==> src/rtl/sample_decimator_if.sv <==
// Sample path bus for sample_decimator: upstream sample stream, runtime
// configuration and decimated output stream. The source side uses the master
// modport and the decimator uses the slave modport.
interface sample_decimator_if #(
  parameter int DATA_W   = 16,
  parameter int CH_N     = 2,
  parameter int FACTOR_W = 4
);
  logic [CH_N*DATA_W-1:0] datain;
  logic                   datain_valid;
  logic [FACTOR_W-1:0]    factor;
  logic                   mode;
  logic [2:0]             shift;
  logic                   frame_clr;
  logic [CH_N*DATA_W-1:0] dataout;
  logic                   dataout_valid;

  modport master (
    output datain, datain_valid, factor, mode, shift, frame_clr,
    input  dataout, dataout_valid
  );

  modport slave (
    input  datain, datain_valid, factor, mode, shift, frame_clr,
    output dataout, dataout_valid
  );
endinterface

==> src/rtl/sample_decimator.sv <==
// sample_decimator: multi-channel decimator for the audio sample path.
// Every frame of N valid sample sets yields one output set, either the last
// sample of the frame (pick) or the shifted boxcar sum (average). All channels
// share one frame counter so channel alignment is preserved.
// Optional feature macro: DECIM_SAT_EN -- when defined, the shifted average is
// saturated to the signed DATA_W range; otherwise it is truncated (wraps).
module sample_decimator #(
  parameter int DATA_W   = 16,
  parameter int CH_N     = 2,
  parameter int FACTOR_W = 4
) (
  input logic               clk,
  input logic               rst_n,
  sample_decimator_if.slave bus
);
  localparam int ACC_W = DATA_W + FACTOR_W;

`ifdef DECIM_SAT_EN
  localparam logic signed [ACC_W-1:0] SAT_MAX = ACC_W'((1 << (DATA_W - 1)) - 1);
  localparam logic signed [ACC_W-1:0] SAT_MIN = ACC_W'(-(1 << (DATA_W - 1)));
`endif

  logic [FACTOR_W-1:0]    cnt_q;
  logic [FACTOR_W-1:0]    nLat_q;
  logic                   modeLat_q;
  logic [2:0]             shiftLat_q;
  logic [CH_N*ACC_W-1:0]  acc_q;
  logic [CH_N*ACC_W-1:0]  acc_d;
  logic [CH_N*DATA_W-1:0] dataout_q;
  logic [CH_N*DATA_W-1:0] dataout_d;
  logic                   dataoutValid_q;

  logic                   startFrame;
  logic [FACTOR_W-1:0]    factorEff;
  logic [FACTOR_W-1:0]    nUse;
  logic                   modeUse;
  logic [2:0]             shiftUse;
  logic [FACTOR_W-1:0]    curCnt;
  logic                   lastCnt;
  logic                   complete;

  // A sample opens a frame when the counter is idle or frame_clr restarts it;
  // on that cycle the live factor/mode/shift apply instead of the latched ones.
  assign startFrame = bus.datain_valid && (bus.frame_clr || (cnt_q == '0));
  assign factorEff  = (bus.factor == '0) ? FACTOR_W'(1) : bus.factor;
  assign nUse       = startFrame ? factorEff : nLat_q;
  assign modeUse    = startFrame ? bus.mode : modeLat_q;
  assign shiftUse   = startFrame ? bus.shift : shiftLat_q;
  assign curCnt     = bus.frame_clr ? '0 : cnt_q;
  assign lastCnt    = (curCnt == (nUse - FACTOR_W'(1)));
  assign complete   = bus.datain_valid && lastCnt;

  // Per-channel datapath: accumulate, then either pick the live sample or
  // reduce the shifted sum to DATA_W bits when the frame completes.
  for (genvar ch = 0; ch < CH_N; ch++) begin : gChan
    logic signed [DATA_W-1:0] sample;
    logic signed [ACC_W-1:0]  sampleExt;
    logic signed [ACC_W-1:0]  base;
    logic signed [ACC_W-1:0]  sum;
    logic [DATA_W-1:0]        avgRes;

    assign sample    = bus.datain[ch*DATA_W +: DATA_W];
    assign sampleExt = {{FACTOR_W{sample[DATA_W-1]}}, sample};
    assign base      = (curCnt == '0) ? '0 : acc_q[ch*ACC_W +: ACC_W];
    assign sum       = base + sampleExt;

`ifdef DECIM_SAT_EN
    logic signed [ACC_W-1:0] shifted;
    assign shifted = sum >>> shiftUse;
    assign avgRes  = (shifted > SAT_MAX) ? SAT_MAX[DATA_W-1:0] :
                     (shifted < SAT_MIN) ? SAT_MIN[DATA_W-1:0] :
                     shifted[DATA_W-1:0];
`else
    assign avgRes  = DATA_W'(sum >>> shiftUse);
`endif

    assign acc_d[ch*ACC_W +: ACC_W]       = lastCnt ? '0 : sum;
    assign dataout_d[ch*DATA_W +: DATA_W] = modeUse ? avgRes : sample;
  end

  // Frame counter, latched frame configuration, accumulators and registered outputs.
  always_ff @(posedge clk or negedge rst_n) begin
    if (!rst_n) begin
      cnt_q          <= '0;
      nLat_q         <= FACTOR_W'(1);
      modeLat_q      <= 1'b0;
      shiftLat_q     <= '0;
      acc_q          <= '0;
      dataout_q      <= '0;
      dataoutValid_q <= 1'b0;
    end else begin
      dataoutValid_q <= complete;
      if (bus.datain_valid) begin
        cnt_q <= lastCnt ? '0 : (curCnt + FACTOR_W'(1));
        acc_q <= acc_d;
        if (startFrame) begin
          nLat_q     <= factorEff;
          modeLat_q  <= bus.mode;
          shiftLat_q <= bus.shift;
        end
        if (lastCnt) begin
          dataout_q <= dataout_d;
        end
      end else if (bus.frame_clr) begin
        cnt_q <= '0;
        acc_q <= '0;
      end
    end
  end

  assign bus.dataout       = dataout_q;
  assign bus.dataout_valid = dataoutValid_q;
endmodule

==> src/flat_wrapper.sv <==
// flat-port wrapper written by rule: the top's interface ports become plain ports
module sample_decimator_flat 
#(
  parameter int DATA_W   = 16,
  parameter int CH_N     = 2,
  parameter int FACTOR_W = 4
)
  (clk, rst_n, bus_datain, bus_datain_valid, bus_factor, bus_mode, bus_shift, bus_frame_clr, bus_dataout, bus_dataout_valid);
  sample_decimator_if #(.DATA_W(DATA_W), .CH_N(CH_N), .FACTOR_W(FACTOR_W)) bus_i ();
  input logic clk;
  input logic rst_n;
  input wire logic [$bits(bus_i.datain)-1:0] bus_datain;
  input wire logic [$bits(bus_i.datain_valid)-1:0] bus_datain_valid;
  input wire logic [$bits(bus_i.factor)-1:0] bus_factor;
  input wire logic [$bits(bus_i.mode)-1:0] bus_mode;
  input wire logic [$bits(bus_i.shift)-1:0] bus_shift;
  input wire logic [$bits(bus_i.frame_clr)-1:0] bus_frame_clr;
  output wire logic [$bits(bus_i.dataout)-1:0] bus_dataout;
  output wire logic [$bits(bus_i.dataout_valid)-1:0] bus_dataout_valid;
  assign bus_i.datain = bus_datain;
  assign bus_i.datain_valid = bus_datain_valid;
  assign bus_i.factor = bus_factor;
  assign bus_i.mode = bus_mode;
  assign bus_i.shift = bus_shift;
  assign bus_i.frame_clr = bus_frame_clr;
  assign bus_dataout = bus_i.dataout;
  assign bus_dataout_valid = bus_i.dataout_valid;
  sample_decimator #(.DATA_W(DATA_W), .CH_N(CH_N), .FACTOR_W(FACTOR_W)) u_core (.clk(clk), .rst_n(rst_n), .bus(bus_i));
endmodule
==> config.mk <==
export PLATFORM = sky130hd
export DESIGN_NAME = sample_decimator_flat
export DESIGN_NICKNAME = d
export VERILOG_FILES = /design/src/rtl/sample_decimator_if.sv /design/src/rtl/sample_decimator.sv /design/src/flat_wrapper.sv
export SDC_FILE = /design/constraint.sdc
export NUM_CORES = 1
export LEC_CHECK = 0
export BUFFER_PORTS_ARGS = -buffer_cell sky130_fd_sc_hd__buf_4
export CORE_UTILIZATION = 60
export CTS_BUF_LIST = sky130_fd_sc_hd__clkbuf_8
export DETAILED_ROUTE_END_ITERATION = 7
export PLACE_DENSITY_LB_ADDON = 0.3
export SLEW_MARGIN = 0
export SYNTH_ARGS = -nofsm -noshare
export SYNTH_HDL_FRONTEND = slang
export SYNTH_SLANG_ARGS = --single-unit
export TNS_END_PERCENT = 1
==> constraint.sdc <==
create_clock -name clk -period 4.6 [get_ports clk]
set_clock_uncertainty 0.15 [all_clocks]
set_input_delay 0.46 -clock clk [delete_from_list [all_inputs] [get_ports clk]]
set_output_delay 0.46 -clock clk [all_outputs]
set_load 0.01 [all_outputs]
==> results of run 1 <==
-- power by group --
| group | total, mW | switching [mW] | leakage, nW | internal, mW |
|---|---|---|---|---|
| Sequential | 1.15 | 0.162 | 1.06 | 0.991 |
| Clock | 0.500 | 0.294 | 0.0984 | 0.206 |
| Combinational | 2.24 | 1.28 | 2.90 | 0.962 |
-- how the worst max path moves through the flow --
stage,to,slack [ns],start
2_1_floorplan,u_core.bus.dataout[5]$_DFFE_PN0P_,0.19,bus_frame_clr
3_3_place_gp,u_core.bus.dataout[21]$_DFFE_PN0P_,0.17,bus_frame_clr
3_5_place_dp,u_core.bus.dataout[5]$_DFFE_PN0P_,0.12,bus_frame_clr
4_1_cts,u_core.bus.dataout[15]$_DFFE_PN0P_,0.18,u_core.cnt_q[0]$_DFF_PN0_
5_1_grt,u_core.bus.dataout[5]$_DFFE_PN0P_,-0.02,u_core.cnt_q[0]$_DFF_PN0_
6_report,u_core.bus.dataout[19]$_DFFE_PN0P_,0.22,u_core.cnt_q[0]$_DFF_PN0_
-- placed cells by master, fill, tap and decap left out, drive strengths merged, types with 12 or more instances in the layout --
master / Yosys / routed
a22o: 32 / 32
and2: 44 / 44
xnor2: 16 / 16
buf: 24 / 143
nand2: 118 / 118
a211oi: 17 / 17
o22ai: 21 / 21
xor2: 12 / 12
mux2i: 28 / 28
nand3: 17 / 17
o21ai: 70 / 70
a21oi: 61 / 61
ha: 41 / 41
nor2: 87 / 87
dfrtp: 84 / 84
inv: 22 / 24
nor3: 18 / 18
-- final cells by class --
type / instances / area [um^2] / share of cell area
tap: 168 / 210 / 0.0241
timing repair buffer: 144 / 1080 / 0.124
multi-input combinational: 759 / 5040 / 0.578
sequential: 85 / 2130 / 0.244
clock inverter: 6 / 31.3 / 0.00359
clock buffer: 10 / 138 / 0.0158
inverter: 23 / 86.3 / 0.00990
-- sequential cells by signal, summed over array words and instances, names as in the netlist --
register                  flops
u_core.cnt_q                  4
u_core.acc_q                 40
u_core.shiftLat_q             3
u_core.nLat_q                 4
u_core.modeLat_q              1
u_core.bus.dataout_valid      1
u_core.bus.dataout           32
-- per-layer routing --
metal,global-route usage,routed length [um],up-vias
met5,0,0,-
met4,0.139,747,0
met3,0.0574,2110,77
met2,0.561,10100,444
met1,0.502,9790,3689
li1,-,-,3627
-- what timing repair did --
item | 4_1_cts | 5_1_grt
hold endpoints to repair | 35 | 0
hold buffers | 1 | 0
setup endpoints to repair | 0 | 23
resized for setup | 0 | 2
-- through the flow --
stage / TNS (ns) / cell area (um^2)
floorplan: 0 / 7500
CTS: 0 / 8710
detailed placement: 0 / 8530
global route: -0.0284 / 8720
finish: 0 / 8720
global placement: 0 / 8530
-- cell families after synthesis --
kind of cell	share of synthesized area
AND/OR/NAND/NOR	0.229
AO/OA/AOI/OAI	0.279
flip-flops	0.284
buffers and inverters	0.0491
adder cells (fa/ha/maj)	0.0738
multiplexers	0.0529
XOR/XNOR	0.0327
==> impl_metrics.toml, run 1 <==
[run_status]
status = "complete, no violations"

[layout]
drive_above_1_share = 0.192
final_cell_count_no_fill = 1195
diodes = 0
finish.utilization = 0.720
nets = 1109
fillers = 982
synthToLayoutAreaGrowth_pct = 16.3

[hold_path]
holdPathStages = 2
holdPathEnd = "u_core.nLat_q[1]$_DFFE_PN0P_"
min_path_type = "in2reg"
worstHoldStart = "bus_factor[1]"

[clocking]
numCtsBuffers = 9
cts_tree = "yes"
clk_latency_ns = 0.38
path_clk_slew_ns = 0.09
post_cts_buffers = 0
clock-sinks = 85
cts_buffer_depth = 2
h-tree-depth = 3
cts-root-buf = "clkbuf_8"

[timing]
maxSlewViolCount = 0
max_freq_mhz = 228
finalCritPeriodShare = 0.952
rsz0062_at_grt = "yes"
hold_violations = 0
hold_slack_ns = 0.192
setup_viol = 0
worst_slack_ns = 0.221
slew_headroom = 0.331
min_period_ns = 4.38
worst_pin_slew_ns = 1.00

[critical_path]
crit_type = "reg2reg"
crit_path_start_kind = "flop"
crit_arrival_ns = 4.48
worstPathCellList = "nor2b_1 -> inv_1 -> ha_1 -> o21ai_4 -> and2_1 -> ha_1 -> fa_1 -> a21oi_1 -> o21ai_0 -> a21oi_1 -> mux2i_1 -> a21oi_1 -> a21oi_1 -> mux2i_1 -> a221oi_1 -> o21ai_0"
critPathRequiredTime_ns = 4.70
critical_path_buf_inv_count = 1
crit_top_cell = "a21oi_1"
reg2regPathDepth = 16
crit_fanout = 19
slowest_stage = "dfrtp_1"
r2r_end = "u_core.bus.dataout[19]$_DFFE_PN0P_"
critPathMaxStageDelay_ns = 0.42
cpLargestDelayFamily = "compound AO/OA/AOI/OAI gates"
reg2reg_setup_slack_ns = 0.22
cp-end-kind = "flop"
cp.depth = 16
r2r_start = "u_core.cnt_q[0]$_DFF_PN0_"

[detailed_routing]
drt_pre_antenna_iters = 7
vias_per_cell = 6.56
wl_um = 22700
drc = 0
ant_nets = 0
vias = 7837
drt_iter0_drc = 952
route.detailed.wl_per_inst_um = 19.0

[power_and_ir_drop]
p_per_area_nw_per_um2 = 446
p_leak_nw = 4.05
power_mw = 3.89
ir_drop_uv = 267

[synthesis]
synth_ff_type = "dfrtp_1"
synth-seq-cells = 85
synth_area_per_cell_um2 = 8.11
ys_warn_count = 0
synth_area_leaders = "dfrtp_1 28%, ha_1 6.8%, nand2_1 5.8%, nor2_1 4.4%, o21ai_0 4.2%"
synth_top_area_frac = 0.280
postSynth.asyncResetShare = 1.00
synth_top_cells_by_count = "116 x nand2_1, 87 x nor2_1, 84 x dfrtp_1"
synth_top_area_cell = "dfrtp_1"
seq_area_frac_synth = 0.284
synth_cell_types = 85
syn_inst = 924
yosysMostFrequentCell = "nand2_1"
synth-edff-count = 0
synth_area_um2 = 7500
synth_fp_nets = 1011

[global_routing]
antenna_found_initial = 0
grt_pass1_wl_um = 36700
grt_usage = 0.359
grt_overflow_total = 0
grt_max_degree = 50
first_global_vias = 7286

[floorplan]
ios = 77
core_um2 = 12100
dieWidth_um = 114
start_util = 0.619
die-area_um2 = 12900
num_rows = 40
die_height_um = 114

[place]
dpl.hpwl_um = 16300
dpl.cell_count = 1178
place_ws_ns = 0.120
gp_congestion = 1.00
numPortBuffers = 76

[run]
maxCapViolCount = 0
(Power assumes the default switching activity.)
==> inputs of run 2 (changes only) <==
Clock period 4.6 ns to 5.2 ns, I/O delays scaled along.
==> impl_metrics.toml, run 2 (synthesis results as in run 1) <==
[run_status]
status = "complete, no violations"

[critical_path]
critical_path_buf_inv_count = 1
critPathMaxStageDelay_ns = 0.49
crit_arrival_ns = 4.93
slowest_stage = "o221ai_1"
worstPathCellList = "nor2b_1 -> inv_1 -> ha_1 -> o21ai_2 -> and2_1 -> ha_1 -> fa_1 -> a21oi_1 -> nor2_1 -> o221ai_1 -> nand2_1 -> a221oi_1 -> xor2_1 -> o221ai_1 -> a311oi_1 -> o21ai_0"
critPathRequiredTime_ns = 5.31
r2r_start = "u_core.cnt_q[0]$_DFF_PN0_"
crit_type = "reg2reg"
crit_fanout = 21
crit_path_start_kind = "flop"
reg2reg_setup_slack_ns = 0.38
cpLargestDelayFamily = "compound AO/OA/AOI/OAI gates"
reg2regPathDepth = 16
cp-end-kind = "flop"
r2r_end = "u_core.bus.dataout[29]$_DFFE_PN0P_"

[detailed_routing]
drt_pre_antenna_iters = 6
drt_iter0_drc = 867
vias = 7547
wl_um = 22600
ant_nets = 0
drc = 0
vias_per_cell = 6.60
route.detailed.wl_per_inst_um = 19.7

[timing]
max_freq_mhz = 207
worst_pin_slew_ns = 1.09
fin_setup_tns_ns = 0
rsz0062_at_grt = "no"
setup_viol = 0
min_period_ns = 4.82
hold_slack_ns = 0.240
maxSlewViolCount = 0
slew_headroom = 0.274
hold_violations = 0
finalCritPeriodShare = 0.927

[power_and_ir_drop]
p_leak_nw = 3.79
ir_drop_uv = 281
p_per_area_nw_per_um2 = 401

[floorplan]
num_rows = 40
core_um2 = 12100
ios = 77
die-area_um2 = 12900
start_util = 0.619
dieWidth_um = 114
die_height_um = 114

[clocking]
h-tree-depth = 3
cts_resized = 0
cts-root-buf = "clkbuf_8"
cts_tree = "yes"
path_clk_slew_ns = 0.08
ctsHoldBuffers = 1
clock-sinks = 85
numCtsBuffers = 9
cts_buffer_depth = 2
clk_latency_ns = 0.41
post_cts_buffers = 0

[global_routing]
grt_max_degree = 67
grt_pass1_wl_um = 35900
grt_usage = 0.357
first_global_vias = 6949
antenna_found_initial = 0
grt_overflow_total = 0

[layout]
multi_input_area_um2 = 5030
diodes = 0
regArea_um2 = 2130
regMostFlops = "u_core.acc_q"
synthToLayoutAreaGrowth_pct = 11.0
nets = 1057
final_cell_mix = "116 x nand2_1, 91 x buf_4, 86 x nor2_1"
largest_reg_flops = 40
drive_above_1_share = 0.150
mostFrequentLayoutCell = "nand2_1"
fillers = 1027

[hold_path]
min_path_type = "in2reg"
holdPathEnd = "u_core.nLat_q[1]$_DFFE_PN0P_"
holdPathStages = 2
worstHoldStart = "bus_factor[1]"

[place]
gp_congestion = 0.939
dpl.hpwl_um = 16000
numPortBuffers = 76

[run]
maxCapViolCount = 0
-- run 2: report_power, final --
part	switching [mW]	total, mW	internal, mW
Sequential	0.141	1.02	0.877
Clock	0.278	0.463	0.185
Combinational	1.11	1.86	0.754
Total	1.53	3.34	1.82
-- run 2: final cells by class --
| cell class | count | share of cell area |
|---|---|---|
| clock buffers | 10 | 0.0165 |
| clock inverters | 6 | 0.00466 |
| inverters | 23 | 0.0104 |
| multi-input cells | 759 | 0.604 |
| flip-flops and latches | 85 | 0.256 |
| well taps | 168 | 0.0253 |
| repair buffers | 92 | 0.0833 |
-- run 2: worst max path at each step --
stage                                                    end  slack, ns  cells past startpoint                 startpoint
after detailed placement  u_core.bus.dataout[29]$_DFFE_PN0P_       0.26                     17              bus_frame_clr
after floorplan            u_core.bus.dataout[5]$_DFFE_PN0P_       0.73                     19              bus_frame_clr
final                     u_core.bus.dataout[29]$_DFFE_PN0P_       0.38                     16  u_core.cnt_q[0]$_DFF_PN0_
after global placement    u_core.bus.dataout[29]$_DFFE_PN0P_       0.30                     17              bus_frame_clr
after global routing      u_core.bus.dataout[21]$_DFFE_PN0P_        0.1                     15  u_core.cnt_q[0]$_DFF_PN0_
after CTS                 u_core.bus.dataout[29]$_DFFE_PN0P_       0.45                     16  u_core.cnt_q[0]$_DFF_PN0_
-- run 2: per-layer routing --
metal,up-vias,routed length [um],global-route usage
met5,-,12,0
met4,2,616,0.109
met3,58,2410,0.0765
met2,450,9770,0.544
met1,3518,9740,0.510
li1,3519,-,-
-- run 2: stage by stage --
step                      cells  utilization  total power [mW]  cell area [um^2]  worst slack, ns
after global placement     1126        0.672              2.81              8140            0.297
final                      1143        0.687              3.34              8320            0.378
after floorplan             924            -              2.23              7500            0.734
after global routing       1143        0.687              3.54              8320           0.0990
after detailed placement   1126        0.672              2.84              8140            0.258
after CTS                  1143        0.687              3.29              8320            0.448
==> inputs of run 3 (changes only) <==
Settings changed: GPL_ROUTABILITY_DRIVEN from default to 0, PLACE_DENSITY_LB_ADDON 0.3 to 0.2, SLEW_MARGIN 0 to 20.
==> impl_metrics.toml, run 3 (synthesis results as in run 1) <==
[run_status]
status = "complete, no violations"

[global_routing]
grt_usage = 0.357
grt_overflow_total = 0
first_global_vias = 6925
grt_pass1_wl_um = 36100
antenna_found_initial = 0
grt_max_degree = 48

[critical_path]
r2r_end = "u_core.bus.dataout[29]$_DFFE_PN0P_"
r2r_start = "u_core.cnt_q[0]$_DFF_PN0_"
cpLargestDelayFamily = "compound AO/OA/AOI/OAI gates"
crit_fanout = 18
reg2regPathDepth = 16
slowest_stage = "o221ai_1"
critPathRequiredTime_ns = 5.31
critical_path_buf_inv_count = 1
worstPathCellList = "nor2b_1 -> inv_1 -> ha_1 -> o21ai_2 -> and2_1 -> ha_1 -> fa_1 -> a21oi_1 -> nor2_1 -> o221ai_1 -> nand2_1 -> a221oi_1 -> xor2_1 -> o221ai_1 -> a311oi_1 -> o21ai_0"
crit_type = "reg2reg"
cp-end-kind = "flop"
reg2reg_setup_slack_ns = 0.42
critPathMaxStageDelay_ns = 0.47
crit_path_start_kind = "flop"
crit_arrival_ns = 4.89

[place]
dpl.hpwl_um = 15700
numPortBuffers = 76

[layout]
largest_reg_flops = 40
nets = 1057
finish.utilization = 0.691
regMostFlops = "u_core.acc_q"
mostFrequentLayoutCell = "nand2_1"
drive_above_1_share = 0.149
final_cell_mix = "116 x nand2_1, 91 x buf_4, 86 x nor2_1"
diodes = 0
synthToLayoutAreaGrowth_pct = 11.7

[timing]
max_freq_mhz = 209
worst_pin_slew_ns = 1.01
min_period_ns = 4.78
maxSlewViolCount = 0
setup_viol = 0
finalCritPeriodShare = 0.919
hold_violations = 0
rsz0062_at_grt = "no"
fin_setup_tns_ns = 0
slew_headroom = 0.327

[floorplan]
die_height_um = 114
die-area_um2 = 12900
core_um2 = 12100
num_rows = 40
dieWidth_um = 114
ios = 77
start_util = 0.619

[detailed_routing]
met2_length_um = 9780
vias_per_cell = 6.65
route.detailed.wl_per_inst_um = 19.6
drt_iter0_drc = 780
drt_pre_antenna_iters = 5
wl_met1_um = 9700
drc = 0
wl_um = 22400
ant_nets = 0
wl_met3_um = 2210
vias = 7602
top_layer = "met4"

[hold_path]
worstHoldStart = "bus_factor[1]"
min_path_type = "in2reg"
holdPathEnd = "u_core.nLat_q[1]$_DFFE_PN0P_"
holdPathStages = 2

[clocking]
path_clk_slew_ns = 0.09
clock-sinks = 85
cts_tree = "yes"
h-tree-depth = 3
cts-root-buf = "clkbuf_8"
clk_latency_ns = 0.39
numCtsBuffers = 9
cts_buffer_depth = 2

[power_and_ir_drop]
p_per_area_nw_per_um2 = 409
ir_drop_uv = 282
p_leak_nw = 3.81
power_mw = 3.43

[run]
maxCapViolCount = 0
[run 3: area by class of cell]
| class | count | area, um^2 |
|---|---|---|
| fill | 1068 | 3740 |
| timing repair buffer | 92 | 693 |
| multi-input combinational | 759 | 5030 |
| tap | 168 | 210 |
| clock buffer | 10 | 138 |
| sequential | 85 | 2130 |
| clock inverter | 6 | 87.6 |
| inverter | 23 | 86.3 |
[run 3: worst reg2reg max path: cells and delay by family, from the launching register on]
family | cells | cell delay, ns
and+or+nand+nor | 4 | 0.67
buffers and inverters | 1 | 0.11
DFF | 1 | 0.42
xor gates and xnor gates | 1 | 0.41
AOI/OAI and AO/OA | 7 | 2.05
adders and majority gates | 3 | 0.85
[run 3: metrics by stage]
stage	cells	area, um^2	hold WS (ns)	worst slack, ns
after floorplan	924	7500	0.0744	0.734
after global placement	1126	8140	0.304	0.348
after detailed placement	1126	8140	0.321	0.332
final	1143	8370	0.244	0.420
after CTS	1143	8370	0.232	0.528
after global routing	1143	8370	0.233	0.118
[run 3: worst max path at each step]
stage / from / endpoint / cells after the start
6_report: u_core.cnt_q[0]$_DFF_PN0_ / u_core.bus.dataout[29]$_DFFE_PN0P_ / 16
5_1_grt: u_core.cnt_q[0]$_DFF_PN0_ / u_core.bus.dataout[29]$_DFFE_PN0P_ / 16
4_1_cts: u_core.cnt_q[0]$_DFF_PN0_ / u_core.bus.dataout[29]$_DFFE_PN0P_ / 16
3_5_place_dp: bus_frame_clr / u_core.bus.dataout[29]$_DFFE_PN0P_ / 17
3_3_place_gp: bus_frame_clr / u_core.bus.dataout[29]$_DFFE_PN0P_ / 17
2_1_floorplan: bus_frame_clr / u_core.bus.dataout[5]$_DFFE_PN0P_ / 19
[run 3: routing by layer]
metal	vias up	global-route usage
met4	0	0.139
met1	3553	0.507
met2	440	0.536
li1	3534	-
met5	-	0
met3	75	0.0712
[run 3: where the power goes]
group | leakage (nW) | switching [mW] | internal [mW]
clock | 0.110 | 0.269 | 0.283
combinational | 2.64 | 1.10 | 0.755
sequential | 1.06 | 0.138 | 0.877
[run 3: what timing repair did]
item,CTS,global route
gates resized for setup,0,0
endpoints found under the setup margin,0,0
hold endpoints to repair,38,0
setup buffers,0,0
hold buffers,1,0
